<file path="src/rtl/reg_file_sb.sv">
// 8x16 register file with two combinational read ports, write-through bypass
// and a pending-write scoreboard that flags RAW/WAW hazards and stalls issue.
module reg_file_sb_rd #(
  parameter int NREG = 8,
  parameter int DW   = 16,
  parameter int AW   = 3
) (
  input  logic [AW-1:0]            ra,
  input  logic [NREG-1:0][DW-1:0]  regs,
  input  logic [NREG-1:0]          pend,
  input  logic                     we,
  input  logic [AW-1:0]            wa,
  input  logic [DW-1:0]            wd,
  output logic [DW-1:0]            rd,
  output logic                     haz
);
  logic hit;

  always_comb begin
    hit = we && (wa == ra) && (ra != '0);
    rd  = '0;
    if (ra != '0) rd = hit ? wd : regs[ra];
    // a same-cycle write-back satisfies a pending read
    haz = (ra != '0) && pend[ra] && !hit;
  end
endmodule

module reg_file_sb (
  input  logic        clk,
  input  logic        rst_n,
  input  logic [2:0]  RA1,
  input  logic [2:0]  RA2,
  output logic [15:0] RD1,
  output logic [15:0] RD2,
  input  logic [2:0]  WA,
  input  logic [15:0] WD,
  input  logic        WE,
  input  logic        ISSUE,
  input  logic [2:0]  ISSUE_A,
  output logic        HAZ1,
  output logic        HAZ2,
  output logic        STALL,
  output logic [7:0]  PEND
);
  localparam int NREG = 8;
  localparam int DW   = 16;
  localparam int AW   = 3;
  localparam int NRD  = 2;

  logic [NREG-1:0][DW-1:0] regs_q, regs_d;
  logic [NREG-1:0]         pend_q, pend_d;
  logic [NRD-1:0][AW-1:0]  ra_v;
  logic [NRD-1:0][DW-1:0]  rd_v;
  logic [NRD-1:0]          haz_v;
  logic                    wr_ok, waw;

  assign ra_v = {RA2, RA1};

  for (genvar p = 0; p < NRD; p++) begin : g_rd
    reg_file_sb_rd #(.NREG(NREG), .DW(DW), .AW(AW)) u_rd (
      .ra   (ra_v[p]),
      .regs (regs_q),
      .pend (pend_q),
      .we   (WE),
      .wa   (WA),
      .wd   (WD),
      .rd   (rd_v[p]),
      .haz  (haz_v[p])
    );
  end

  always_comb begin
    wr_ok = WE && (WA != '0);
    waw   = ISSUE && pend_q[ISSUE_A] && !(WE && (WA == ISSUE_A));
    RD1   = rd_v[0];
    RD2   = rd_v[1];
    HAZ1  = haz_v[0];
    HAZ2  = haz_v[1];
    STALL = HAZ1 | HAZ2 | waw;
    PEND  = pend_q;
  end

  // write-back is never blocked by STALL; a same-register set overrides the clear
  always_comb begin
    regs_d = regs_q;
    pend_d = pend_q;
    if (wr_ok) begin
      regs_d[WA] = WD;
      pend_d[WA] = 1'b0;
    end
    if (ISSUE && (ISSUE_A != '0) && !STALL) pend_d[ISSUE_A] = 1'b1;
    regs_d[0] = '0;
    pend_d[0] = 1'b0;
  end

  always_ff @(posedge clk or negedge rst_n) begin
    if (!rst_n) begin
      regs_q <= '0;
      pend_q <= '0;
    end else begin
      regs_q <= regs_d;
      pend_q <= pend_d;
    end
  end
endmodule

</file>
<file path="config.mk">
export PLATFORM = sky130hd
export DESIGN_NAME = reg_file_sb
export DESIGN_NICKNAME = d
export VERILOG_FILES = /design/src/rtl/reg_file_sb.sv
export SDC_FILE = /design/constraint.sdc
export NUM_CORES = 1
export LEC_CHECK = 0
export CORE_MARGIN = 5
export CORE_UTILIZATION = 40
export CTS_CLUSTER_DIAMETER = 50
export DETAILED_ROUTE_END_ITERATION = 6
export PLACE_DENSITY = 0.56
export SYNTH_ARGS = -nofsm -noshare
export SYNTH_HDL_FRONTEND = slang
export SYNTH_SLANG_ARGS = --single-unit
</file>
<file path="constraint.sdc">
create_clock -name clk -period 6.6 [get_ports clk]
set_input_delay 1.32 -clock clk [delete_from_list [all_inputs] [get_ports clk]]
set_output_delay 1.32 -clock clk [all_outputs]
set_load 0.01 [all_outputs]
</file>
-- Word-level counts from Yosys, hierarchy flattened
Cells that the tools add are included.
- bitwise gates (word level): 5
- order comparisons: 6
- eq/ne operators: 3
- mux-type cells: 23
- reduce and logical (&&, ||, !) cells: 24
- operator list (kind ; number):
    bitwise mux 128 bit ; 1
    two-way mux 16 bit ; 7
    binary-select mux 16 bit (select 3 bit) ; 2
    demux 16 bit (select 3 bit) ; 1
    logical AND 1 bit ; 16
    less-than comparator 3 x 4 -> 1 bit, second input constant ; 4
    two-way mux 8 bit ; 2
    nonzero test 3 bit ; 4
    binary-select mux 1 bit (select 3 bit) ; 3
    == test 3 bit ; 3
    bitwise AND 8 bit ; 1
    inverter 8 bit ; 1
    bitwise OR 8 bit ; 1
    demux 1 bit (select 3 bit) ; 2
    >= comparator 3 x 1 -> 1 bit, second input constant ; 2
    two-way mux 1 bit ; 5
    logical NOT 1 bit ; 4
    bitwise OR 1 bit ; 2
- bits of input ports: 32
- logic and storage cells: 69
- flip-flop bits (word level): 119
- output and inout port bits: 43

-- Longest topological paths before layout
Gate-level depths: netlist of run 1.
- word-level depth: 10
- gate-level depth with buffers: 8

-- By module
Synthesis of run 1 repeated with hierarchy kept, for this count alone.
- cells, all modules: 570
- area, all modules: 7231.9 um^2
- modules (own cells, without submodules) (module ; cells each ; area each (um^2) ; times used):
    reg_file_sb ; 292 ; 4642.0 ; 1
    reg_file_sb_rd ; 139 ; 1295.0 ; 2

-- Worst setup path before layout of run 1
OpenSTA, ideal clock, no wires.
- path type: input-to-output
- start point: input RA2[0]
- end point: output RD2[10]
- stages: 7
- required time: 5.280 ns
- arrival time: 2.632 ns
- setup slack: 2.648 ns
- path through: buf_2 > buf_4 > mux4_2 > nand2_1 > o21ai_1 > mux2i_1 > nor2_1
- word-level cells in the longest chain between the ends: 5
- elaborated cells on any way between the ends: 8
- classes of those cells: eq/ne: 1; mux: 4; reduce/logical: 3
- ends and longest elaborated chain (element ; RTL line ; text):
    start, declared ; 32 ; input logic [2:0] RA2,
    parallel branches: the longest is 4 deep, another holds binary-select mux 16 bit (select 3 bit) ; n/a ;
    two-way mux 16 bit (*) ; 22 ; if (ra != '0) rd = hit ? wd : regs[ra];
    end, declared ; 34 ; output logic [15:0] RD2,
Mark *: on every way between the ends. The select of a mux whose other input is x is not followed.

-- Final worst setup path of run 1
- start point: input RA1[2]
- end point: output STALL
- word-level cells in the longest chain between the ends: 7
- elaborated cells on any way between the ends: 11
- classes of those cells: eq/ne: 1; mux: 2; bitwise: 2; reduce/logical: 6
- ends and longest elaborated chain (element ; RTL line ; text):
    start, declared ; 31 ; input logic [2:0] RA1,
    parallel branches: the longest is 4 deep, another holds binary-select mux 1 bit (select 3 bit) ; n/a ;
    logical AND 1 bit (*) ; 24 ; haz = (ra != '0) && pend[ra] && !hit;
    bitwise OR 1 bit (*) (2 in a row) ; 79 ; STALL = HAZ1 | HAZ2 | waw;
    end, declared ; 42 ; output logic STALL,
Marked as above.

==> impl_metrics.tcl, run 1 <==
set metrics [dict create \
    status "completed" \
    maxUsedRoutingLayer "met4" \
    worstPathMaxFanout 20 \
    p_leak_uw 0.003560 \
    synth_seq_cells 119 \
    drt_pass1_iterations 4 \
    detail_route.drc_violations 0 \
    syn-num-nets 609 \
    max_freq_mhz 178.1 \
    antenna_found_initial 0 \
    overflow 0 \
    synth_cell_types 44 \
    grt_max_degree 69 \
    dr_wl_met3_microns 1075 \
    initial_core_util_pct 40.94 \
    crit_family "buffers and inverters" \
    ios 75 \
    synth_area_leaders "dfrtp_1 42%, mux2_2 19%, mux4_2 10%" \
    synth_area_sq_um 7131 \
    synth_most_common_cell "mux2_2" \
    tritoncts "done" \
    fin_crit_ns 5.615 \
    grt_usage_pct 20.14 \
    grt_pass1_vias 5490 \
    die_area_sq_um 20600 \
    path_cells "clkdlybuf4s50_1, buf_4, nand3b_1, a21oi_1, nor4_4, nor3_4, inv_1, clkdlybuf4s50_1" \
    io_buffers 73 \
    synth_edf_count 0 \
    ant_nets 0 \
    diodes 0 \
    fin_worst_skew_ns 0.0009577 \
    tightest_slew_ns 1.294 \
    wl_microns 19760 \
    start_kind "input pin" \
    yosysTopAreaCell "dfrtp_1" \
    worst_slack_ns 0.9848 \
    rows 48 \
    required_ns 5.28 \
    synthArstFlopShare_pct 100.0 \
    yosysTopAreaCellShare_pct 41.76 \
    synthCells 577 \
    crit_path_frequent_cell "clkdlybuf4s50_1" \
    fin_crit_sh_pct 85.08 \
    clk_pin_slew_ns 0.05 \
    setup_viol 0 \
    viasPerCell 5.803 \
    gp_congestion 0.8524 \
    clock_sinks 119 \
    clockBufferDepth 2 \
    timing.critical_path.slowest_stage_cell "clkdlybuf4s50_1" \
    first_iter_violations 320 \
    synth_common_cells "122 x mux2_2, 119 x dfrtp_1, 33 x nor2_1" \
    clock_latency_ns 0.41 \
    rsz0062_at_grt "no" \
    drt-met1-wl_microns 8644 \
    cts_root_buffer "clkbuf_16" \
    maxCapViolations 0 \
    cts_max_level 4 \
    setup_tns_ns 0 \
    finalHoldViolations 0 \
    drv_slew 0 \
    coreArea_sq_um 17420 \
    end_kind "output pin" \
    peakVddDrop_uv 209.6 \
    final_layout_size_suffix_gt1_share_pct 33.44 \
    cts_buffers 17 \
    syn2layout_area_growth_pct 20.11 \
    hpwl_microns 12420 \
    power.density_nw_per_um2 307.0 \
    reg2reg_slack_ns 4.77 \
    ys.flop_type "dfrtp_1" \
    final.fill_count 1523 \
    avgRoutedWirePerCell_microns 22.61 \
    vias 5072 \
    grt_first_pass_wirelength_microns 31530 \
    fin_nets 668 \
    cts.repair.resized 0 \
    post-place-ws_ns 0.9984 \
    cp_num_buf_inv 4 \
    worstPathArrival_ns 4.30 \
    cpPeakStageDelay_ns 1.13 \
    cts_hold_buf 0 \
    die_w_microns 143.5 \
    hp-class "flop to flop" \
    worstSetupPathType "input pin to output pin" \
    maxSlewHeadroom_pct 13.59 \
    yosysWarnings 0 \
    dr_wl_met2_microns 9663 \
    dieHeight_microns 143.5 \
    synth_area_per_cell_sq_um 12.36 \
    synth_seq_area_share_pct 41.76 \
    post_cts_buffers 0 \
]
[power breakdown]
part	internal (uW)	switching, uW	total (uW)
combinational	420	289	709
sequential	895	130	1030
clock	574	321	895
[cells in the final DEF (no fill, tap or decap), types with 2 or more instances in the layout]
cell type / count
xnor2_2: 2
nor3_1: 17
a22o_1: 3
mux2i_1: 20
nand2_1: 19
nor2b_1: 25
mux2_2: 122
a21oi_1: 19
mux2_1: 25
clkdlybuf4s50_1: 69
nor2_1: 33
nand4_1: 2
buf_4: 17
dfrtp_1: 119
buf_2: 3
clkbuf_16: 17
o21ai_1: 12
a221oi_1: 16
nand3_1: 4
a32o_1: 4
and2_1: 3
mux4_2: 32
xnor2_1: 7
inv_1: 5
nor3_2: 3
clkbuf_8: 6
o21ai_0: 4
a22oi_1: 16
clkinv_2: 6
[stage by stage]
stage               total power [uW]  hold WS (ns)  utilization (%)  std cells  area, sq um
floorplan                       1469        0.4686                -        577         7131
global placement                1724        0.4787            45.84        842         7984
detailed placement              1746        0.4960            45.84        842         7984
CTS                             2650        0.5083            49.17        874         8564
global route                    2770        0.5191            49.17        874         8564
finish                          2630        0.5064            49.17        874         8564
[cell type report]
class                           instances  area [sq um]  area share [%]
Multi-Input combinational cell        404          3872           45.22
Clock buffer                           24         511.7           5.975
Inverter                                5         18.77          0.2191
Clock inverter                          8         68.82          0.8035
Sequential cell                       119          2978           34.77
Timing Repair Buffer                   89         833.3           9.730
Tap cell                              225         281.5           3.287
[path summary, 6_finish.rpt]
kind                                             start                      to  cells after the start
worst max-delay path                            RA1[2]                   STALL                      8
worst min-delay path            regs_q[41]$_DFFE_PN0P_  regs_q[41]$_DFFE_PN0P_                      1
worst max register to register       PEND[5]$_DFF_PN0_       PEND[3]$_DFF_PN0_                      5
worst min register to register  regs_q[41]$_DFFE_PN0P_  regs_q[41]$_DFFE_PN0P_                      1
max in group asynchronous                        rst_n  regs_q[34]$_DFFE_PN0P_                      2
min in group asynchronous                        rst_n  regs_q[49]$_DFFE_PN0P_                      1
[cells by family after synthesis]
family / Yosys count / share of synthesized area [%]
multiplexers: 199 / 36.13
XOR/XNOR: 9 / 1.316
other: 1 / 0.05259
AO/OA/AOI/OAI: 82 / 8.230
flip-flops: 119 / 41.76
buffers and inverters: 54 / 4.001
AND/OR/NAND/NOR: 113 / 8.511
[registers in the layout (all words and copies together) (netlist names)]
| register | cells |
|---|---|
| regs_q | 112 |
| PEND | 7 |
[metal layers]
layer / vias up / track usage (%)
li1: 2297 / -
met1: 2613 / 26.44
met2: 129 / 32.98
met3: 33 / 4.759
met4: 0 / 6.739
met5: - / 0
[worst register-to-register path, delay by kind of cell, from the launching register on]
kind	cells	cell delay, ns
AND/OR/NAND/NOR	1	0.30
AO/OA/AOI/OAI	3	0.73
flip-flops	1	0.43
multiplexers	1	0.31
No activity file was read; power rests on OpenSTA's default activity.
==> inputs of run 2 (changes only) <==
SKIP_LAST_GASP = 1   (was unset)
==> results of run 2 <==
The final DEF is identical to that of run 1; final timing and power are the same.
==> inputs of run 3 (changes only) <==
SKIP_CTS_REPAIR_TIMING = 1   (was unset)
==> results of run 3 <==
The final DEF is identical to that of run 1; final timing and power are the same.
